--- src/rtl/control_unit.sv ---
// rtl/control_unit.sv - fetch/decode/execute sequencer for the 16-bit accumulator machine
module control_unit #(
  parameter logic [11:0] RESET_PC = 12'h000
) (
  input  logic        clk,
  input  logic        reset_n,
  output logic [15:0] mem_addr,
  output logic [15:0] mem_wdata,
  output logic        mem_we,
  input  logic [15:0] mem_rdata,
  output logic [3:0]  alu_op,
  output logic [15:0] alu_a,
  output logic [15:0] alu_b,
  input  logic [15:0] alu_result,
  input  logic [15:0] in_data,
  input  logic        in_valid,
  output logic        in_ready,
  output logic [15:0] out_data,
  output logic        out_valid,
  input  logic        out_ready,
  output logic [15:0] ac,
  output logic [11:0] pc,
  output logic        halted
);

  typedef enum logic [2:0] {FETCH, LOADIR, EXEC, INDIR, MEMRD, IOWAIT, HALT} state_t;

  state_t      state, state_d;
  logic [11:0] pc_q, pc_d, mar_q, mar_d;
  logic [15:0] ac_q, ac_d, out_data_q, out_data_d;
  logic [5:0]  ir_q, ir_d;  // opcode and skip condition; the operand field lives in MAR
  logic        out_valid_q, out_valid_d, ind_done_q, ind_done_d;
  logic [3:0]  opcode;
  logic        skip;

  assign opcode    = ir_q[5:2];
  assign alu_a     = ac_q;
  assign alu_b     = mem_rdata;
  assign alu_op    = (state == MEMRD && opcode == 4'h4) ? 4'b0001 : 4'b0000;
  assign ac        = ac_q;
  assign pc        = pc_q;
  assign out_data  = out_data_q;
  assign out_valid = out_valid_q;
  assign halted    = (state == HALT);

  always_comb begin
    case (ir_q[1:0])
      2'b00:   skip = ac_q[15];
      2'b01:   skip = (ac_q == 16'h0000);
      2'b10:   skip = !ac_q[15] && (ac_q != 16'h0000);
      default: skip = 1'b0;
    endcase
  end

  always_comb begin
    state_d     = state;
    pc_d        = pc_q;
    mar_d       = mar_q;
    ir_d        = ir_q;
    ac_d        = ac_q;
    out_data_d  = out_data_q;
    out_valid_d = out_valid_q;
    ind_done_d  = ind_done_q;
    mem_addr    = {4'h0, pc_q};
    mem_we      = 1'b0;
    mem_wdata   = ac_q;
    in_ready    = 1'b0;
    case (state)
      FETCH: state_d = LOADIR;
      LOADIR: begin
        ir_d       = mem_rdata[15:10];
        mar_d      = mem_rdata[11:0];
        pc_d       = pc_q + 12'd1;
        ind_done_d = 1'b0;
        state_d    = EXEC;
      end
      EXEC: begin
        state_d = FETCH;
        case (opcode)
          4'h0: begin
            mem_addr  = {4'h0, mar_q};
            mem_we    = 1'b1;
            mem_wdata = {4'h0, pc_q};
            pc_d      = mar_q + 12'd1;
          end
          4'h1, 4'h3, 4'h4: begin
            mem_addr = {4'h0, mar_q};
            state_d  = MEMRD;
          end
          4'h2: begin
            mem_addr = {4'h0, mar_q};
            mem_we   = 1'b1;
          end
          4'h5: state_d = IOWAIT;
          4'h6: begin
            out_data_d  = ac_q;
            out_valid_d = 1'b1;
            state_d     = IOWAIT;
          end
          4'h7: state_d = HALT;
          4'h8: if (skip) pc_d = pc_q + 12'd1;
          4'h9: pc_d = mar_q;
          4'hA: ac_d = 16'h0000;
          4'hB, 4'hC, 4'hD, 4'hE: begin
            mem_addr = {4'h0, mar_q};
            if (!ind_done_q)
              state_d = INDIR;
            else if (opcode == 4'hE)
              mem_we = 1'b1;
            else if (opcode != 4'hC)
              state_d = MEMRD;
          end
          default: ;
        endcase
      end
      INDIR: begin
        if (opcode == 4'hC) begin
          pc_d    = mem_rdata[11:0];
          state_d = FETCH;
        end else begin
          mar_d      = mem_rdata[11:0];
          ind_done_d = 1'b1;
          state_d    = EXEC;
        end
      end
      MEMRD: begin
        if (opcode == 4'h1 || opcode == 4'hD)
          ac_d = mem_rdata;
        else
          ac_d = alu_result;
        state_d = FETCH;
      end
      IOWAIT: begin
        if (opcode == 4'h5) begin
          in_ready = 1'b1;
          if (in_valid) begin
            ac_d    = in_data;
            state_d = FETCH;
          end
        end else if (out_ready) begin
          out_valid_d = 1'b0;
          state_d     = FETCH;
        end
      end
      HALT: state_d = HALT;
      default: state_d = FETCH;
    endcase
  end

  always_ff @(posedge clk or negedge reset_n) begin
    if (!reset_n) begin
      state       <= FETCH;
      pc_q        <= RESET_PC;
      mar_q       <= 12'h000;
      ir_q        <= 6'h00;
      ac_q        <= 16'h0000;
      out_data_q  <= 16'h0000;
      out_valid_q <= 1'b0;
      ind_done_q  <= 1'b0;
    end else begin
      state       <= state_d;
      pc_q        <= pc_d;
      mar_q       <= mar_d;
      ir_q        <= ir_d;
      ac_q        <= ac_d;
      out_data_q  <= out_data_d;
      out_valid_q <= out_valid_d;
      ind_done_q  <= ind_done_d;
    end
  end

endmodule

--- config.mk ---
export PLATFORM = sky130hd
export DESIGN_NAME = control_unit
export DESIGN_NICKNAME = d
export VERILOG_FILES = /design/src/rtl/control_unit.sv
export SDC_FILE = /design/constraint.sdc
export NUM_CORES = 1
export LEC_CHECK = 0
export BUFFER_PORTS_ARGS = -buffer_cell sky130_fd_sc_hd__buf_4
export CORE_MARGIN = 1.5
export CORE_UTILIZATION = 50
export CTS_CLUSTER_SIZE = 40
export DETAILED_ROUTE_END_ITERATION = 12
export PLACE_DENSITY = 0.79
export SETUP_SLACK_MARGIN = 0.3
export SYNTH_ARGS = -nofsm -noshare
export SYNTH_HDL_FRONTEND = slang
export SYNTH_SLANG_ARGS = --single-unit
--- constraint.sdc ---
create_clock -name clk -period 5 [get_ports clk]
set_clock_uncertainty 0.15 [all_clocks]
set_input_delay 1.25 -clock clk [delete_from_list [all_inputs] [get_ports clk]]
set_output_delay 1.25 -clock clk [all_outputs]
set_load 0.02 [all_outputs]
# Word level (Yosys, flattened, before mapping)
# Cells that the tools add are included.
[word_totals]
register_bits = 67
input_bits = 52
out_inout_bits = 116
elab_cells = 107
[classes]
add_sub_neg = 2
n_eq_ne = 35
mux = 38
reduce_logical = 24
[ops]
columns = ["cell", "n"]
rows = [
  ["$mux W16", 6],
  ["$pmux W12 S3", 2],
  ["$mux W12", 5],
  ["$pmux W16 S3", 1],
  ["$eq A4 B4 Y1 const B", 7],
  ["$add A12 B1 Y12 const B", 2],
  ["$pmux W12 S2", 1],
  ["$mux W3", 6],
  ["$pmux W3 S6", 1],
  ["$eq A4 B3 Y1 const B", 4],
  ["$logic_not A16 Y1", 1],
  ["$reduce_bool A16 Y1", 1],
  ["$ne A2 B2 Y1 const B", 6],
  ["$pmux W3 S4", 1],
  ["$reduce_and A4 Y1", 3],
  ["$mux W1", 10],
  ["$eq A3 B3 Y1 const B", 3],
  ["$ne A3 B3 Y1 const B", 3],
  ["$reduce_or A9 Y1", 1],
  ["$eq A4 B2 Y1 const B", 2],
  ["$eq A3 B2 Y1 const B", 2],
  ["$pmux W1 S2", 3],
  ["$reduce_and A2 Y1", 3],
  ["$reduce_bool A3 Y1", 2],
  ["other kinds (19)", 23],
]

# Logic depth before layout (Yosys ltp)
[depth]
depth_word = 6
mapped_depth = 8

# Worst setup path after synthesis
# OpenSTA, ideal clock, no wires.
[synth_path]
kind = "flip-flop to output port"
start = "register state[2]"
end = "output port mem_wdata[10]"
arrival_ps = 1838
t_required_ps = 3600
path_slack_ps = 1762
stages_incl_launch_ff = 8
n_path_buf = 3
cell_sequence = "dfrtp_1 buf_2 nand2b_1 buf_2 nor2_1 nand3_1 buf_2 mux2_2"
[synth_between]
elab_chain_cells = 2
[synth_lines]
columns = ["item", "line_no", "text"]
rows = [
  ["start: declaration", "28", "state_t state, state_d;"],
  ["start signal: assignment", "161", "state <= state_d;"],
  ["$eq A3 B2 Y1", "68", "case (state)"],
  ["$mux W16", "68", ""],
  ["end: declaration", "8", "output logic [15:0] mem_wdata,"],
]
# Every way passes these cells.

# Worst setup path in the final report
[layout_path]
start = "register state[2]"
end = "output port mem_wdata[9]"
# The elaborated chain is that of the path after synthesis.

==> impl_metrics.py <==
metrics = {
    "routing": {
        "via_per_inst": 6.12,
        "drt_pass1_iterations": 7,
        "detail-route-antenna-nets": 0,
        "vias": 4520,
        "drc": 0,
        "drt_iter0_drc": 342,
        "wl_mm": 14.9,
        "wl_per_cell_um": 20.2,
    },
    "yosys": {
        "syn_area_per_cell_um2": 8.82,
        "synthArstFlopShare": 1.00,
        "synth.top_cell.area_share": 0.369,
        "syn_inst": 515,
        "netlist_top_cells_count": "a21oi_1 (71), dfrtp_1 (67), mux2_2 (62)",
        "synth-seq-cells": 67,
        "ys_seq_area_frac": 0.369,
        "ys_types": 55,
        "synth.largest_area_cell": "dfrtp_1",
        "synthFlopType": "dfrtp_1",
        "synthTopCellsByArea": "dfrtp_1 (37%), mux2_2 (15%), a21oi_1 (7.8%)",
        "synth_area_mm2": 0.00454,
        "synth.most_common_cell": "a21oi_1",
        "synth_edf_count": 0,
        "yosysWarnings": 0,
    },
    "timing": {
        "fin_ws_ns": 0.532,
        "fin_crit_sh": 0.894,
        "tns_ns": 0,
        "finalSetupViolCount": 0,
        "period_needed_ns": 4.47,
        "relSlewSlack": 0.240,
        "drv_slew": 0,
        "max_clock_freq_mhz": 224,
        "worst_pin_slew_ns": 1.14,
        "final-hold-violation-count": 0,
        "rsz0062_at_grt": "no",
    },
    "layout": {
        "final_nets": 680,
        "area.growth.synth_to_final_pct": 25.7,
        "final_cells": 739,
        "num_antenna_cells": 0,
        "design_area_mm2": 0.00571,
        "drive_gt1_frac": 0.401,
        "fin_util": 0.651,
    },
    "critical_path": {
        "startpoint_type": "flop",
        "cp_data_required_time_ns": 3.60,
        "critPathMaxFanout": 16,
        "critPathCaptureType": "output pin",
        "cp.arrival_ns": 3.07,
        "crit_type": "reg2out",
    },
    "global_route": {
        "grtUsageTotal": 0.302,
        "grt_pass1_vias": 4358,
        "grt_max_degree": 68,
        "antenna_found_initial": 1,
        "grt_overflow": 0,
        "grt_pass1_wl_mm": 23.0,
    },
    "clock_tree": {
        "cts_buffers": 9,
        "cts_max_level": 3,
        "cts_resized": 0,
        "cts.clk_slew.worst_paths_ns": 0.09,
        "clock-sinks": 67,
        "cts_tree": "done",
        "cts.path.max_buffers": 2,
        "post_cts_buffers": 0,
        "clkLatencyLatePin_ns": 0.36,
        "cts_root_buf": "clkbuf_8",
        "cts_hold_buffers": 0,
    },
    "place": {
        "finalWeightedCongestion": 0.908,
        "placed_cell_area_mm2": 0.00550,
        "dp.cells": 723,
        "io_buffers": 160,
        "place_hpwl_mm": 10.5,
        "pre_cts_slack_ns": 0.962,
    },
    "die": {
        "rows": 34,
        "fp.dieH_um": 98.3,
        "initial_core_util": 0.518,
        "core-area_mm2": 0.00876,
        "die_w_um": 98.3,
        "io_pins": 168,
        "die_area_mm2": 0.00966,
    },
    "power": {
        "power_density_mw_per_mm2": 749,
        "p_leak_uw": 0.00261,
        "ir_worst_vdd_mv": 0.432,
    },
    "worst_hold_path": {
        "hold_class": "reg2reg",
    },
    "outcome": {
        "status": "finished clean",
    },
    "run": {
        "cap_viol_max_count": 0,
    },
}
-- placed cells by master (no fill, tap or decap), drive strengths merged, types with 9 or more instances in the layout --
master	count
nor3	11
mux2	62
a21oi	72
clkbuf	9
buf	164
nand2	58
nor2	37
a31oi	9
o21ai	17
nand3	13
dfrtp	67
-- sequential cells by signal, summed over array words and instances, names as in the netlist --
name and count:
ac 16, ind_done_q 1, ir_q 6, mar_q 12, out_data 16, out_valid 1
pc 12, state 3
-- power breakdown --
group	internal, uW	switching, uW	total (uW)	leakage, uW
Clock	239	248	487	0.000102
Combinational	1130	1380	2510	0.00169
Sequential	790	493	1280	0.000817
Total	2160	2120	4280	0.00261
-- metal layers --
metal | part of all wire | track usage | vias to the layer above
li1 | - | - | 2023
met1 | 0.40 | 0.397 | 2182
met2 | 0.48 | 0.493 | 270
met3 | 0.089 | 0.0680 | 43
met4 | 0.024 | 0.101 | 2
met5 | 0.0011 | 0 | -
-- cell families after synthesis --
family | synth area share
xor+xnor | 0.0154
fa+ha+maj | 0.00551
compound gates | 0.184
buf+inv | 0.0978
flops | 0.369
other cells | 0.000826
simple gates | 0.173
mux | 0.154
-- path summary, 6_finish.rpt --
path | start | end | slack [ns] | cells past startpoint
worst max-delay path | state[2] | mem_wdata[9] | 0.53 | 5
worst max register to register | state[0] | out_data[12] | 1.83 | 5
worst min register to register | out_data[7] | out_data[7] | 0.37 | 1
min in group asynchronous | reset_n | mar_q[6] | 0.84 | 1
max in group asynchronous | reset_n | ac[15] | 3.28 | 1
worst min-delay path | out_data[7] | out_data[7] | 0.37 | 1
-- metrics by stage --
stage	total power (uW)	hold WS [ns]
after floorplan	2870	0.359
after global placement	3710	0.339
after detailed placement	3760	0.346
after CTS	4250	0.367
after global routing	4510	0.376
final	4280	0.365
-- critical path: stages, from the launching register on --
cell,delay (ns)
dfrtp_1,0.49
nand2b_1,0.37
nor2_1,0.39
nand3_1,0.74
mux2_2,0.55
buf_4,0.16
-- cell type report --
| cell class | count | area, um^2 |
|---|---|---|
| Sequential cell | 67 | 1680 |
| Timing Repair Buffer | 164 | 1230 |
| Clock inverter | 7 | 83.8 |
| Tap cell | 108 | 135 |
| Clock buffer | 9 | 124 |
| Multi-Input combinational cell | 380 | 2440 |
| Fill cell | 724 | 3060 |
| Inverter | 4 | 15.0 |
Power figures use the tool's default switching activity.
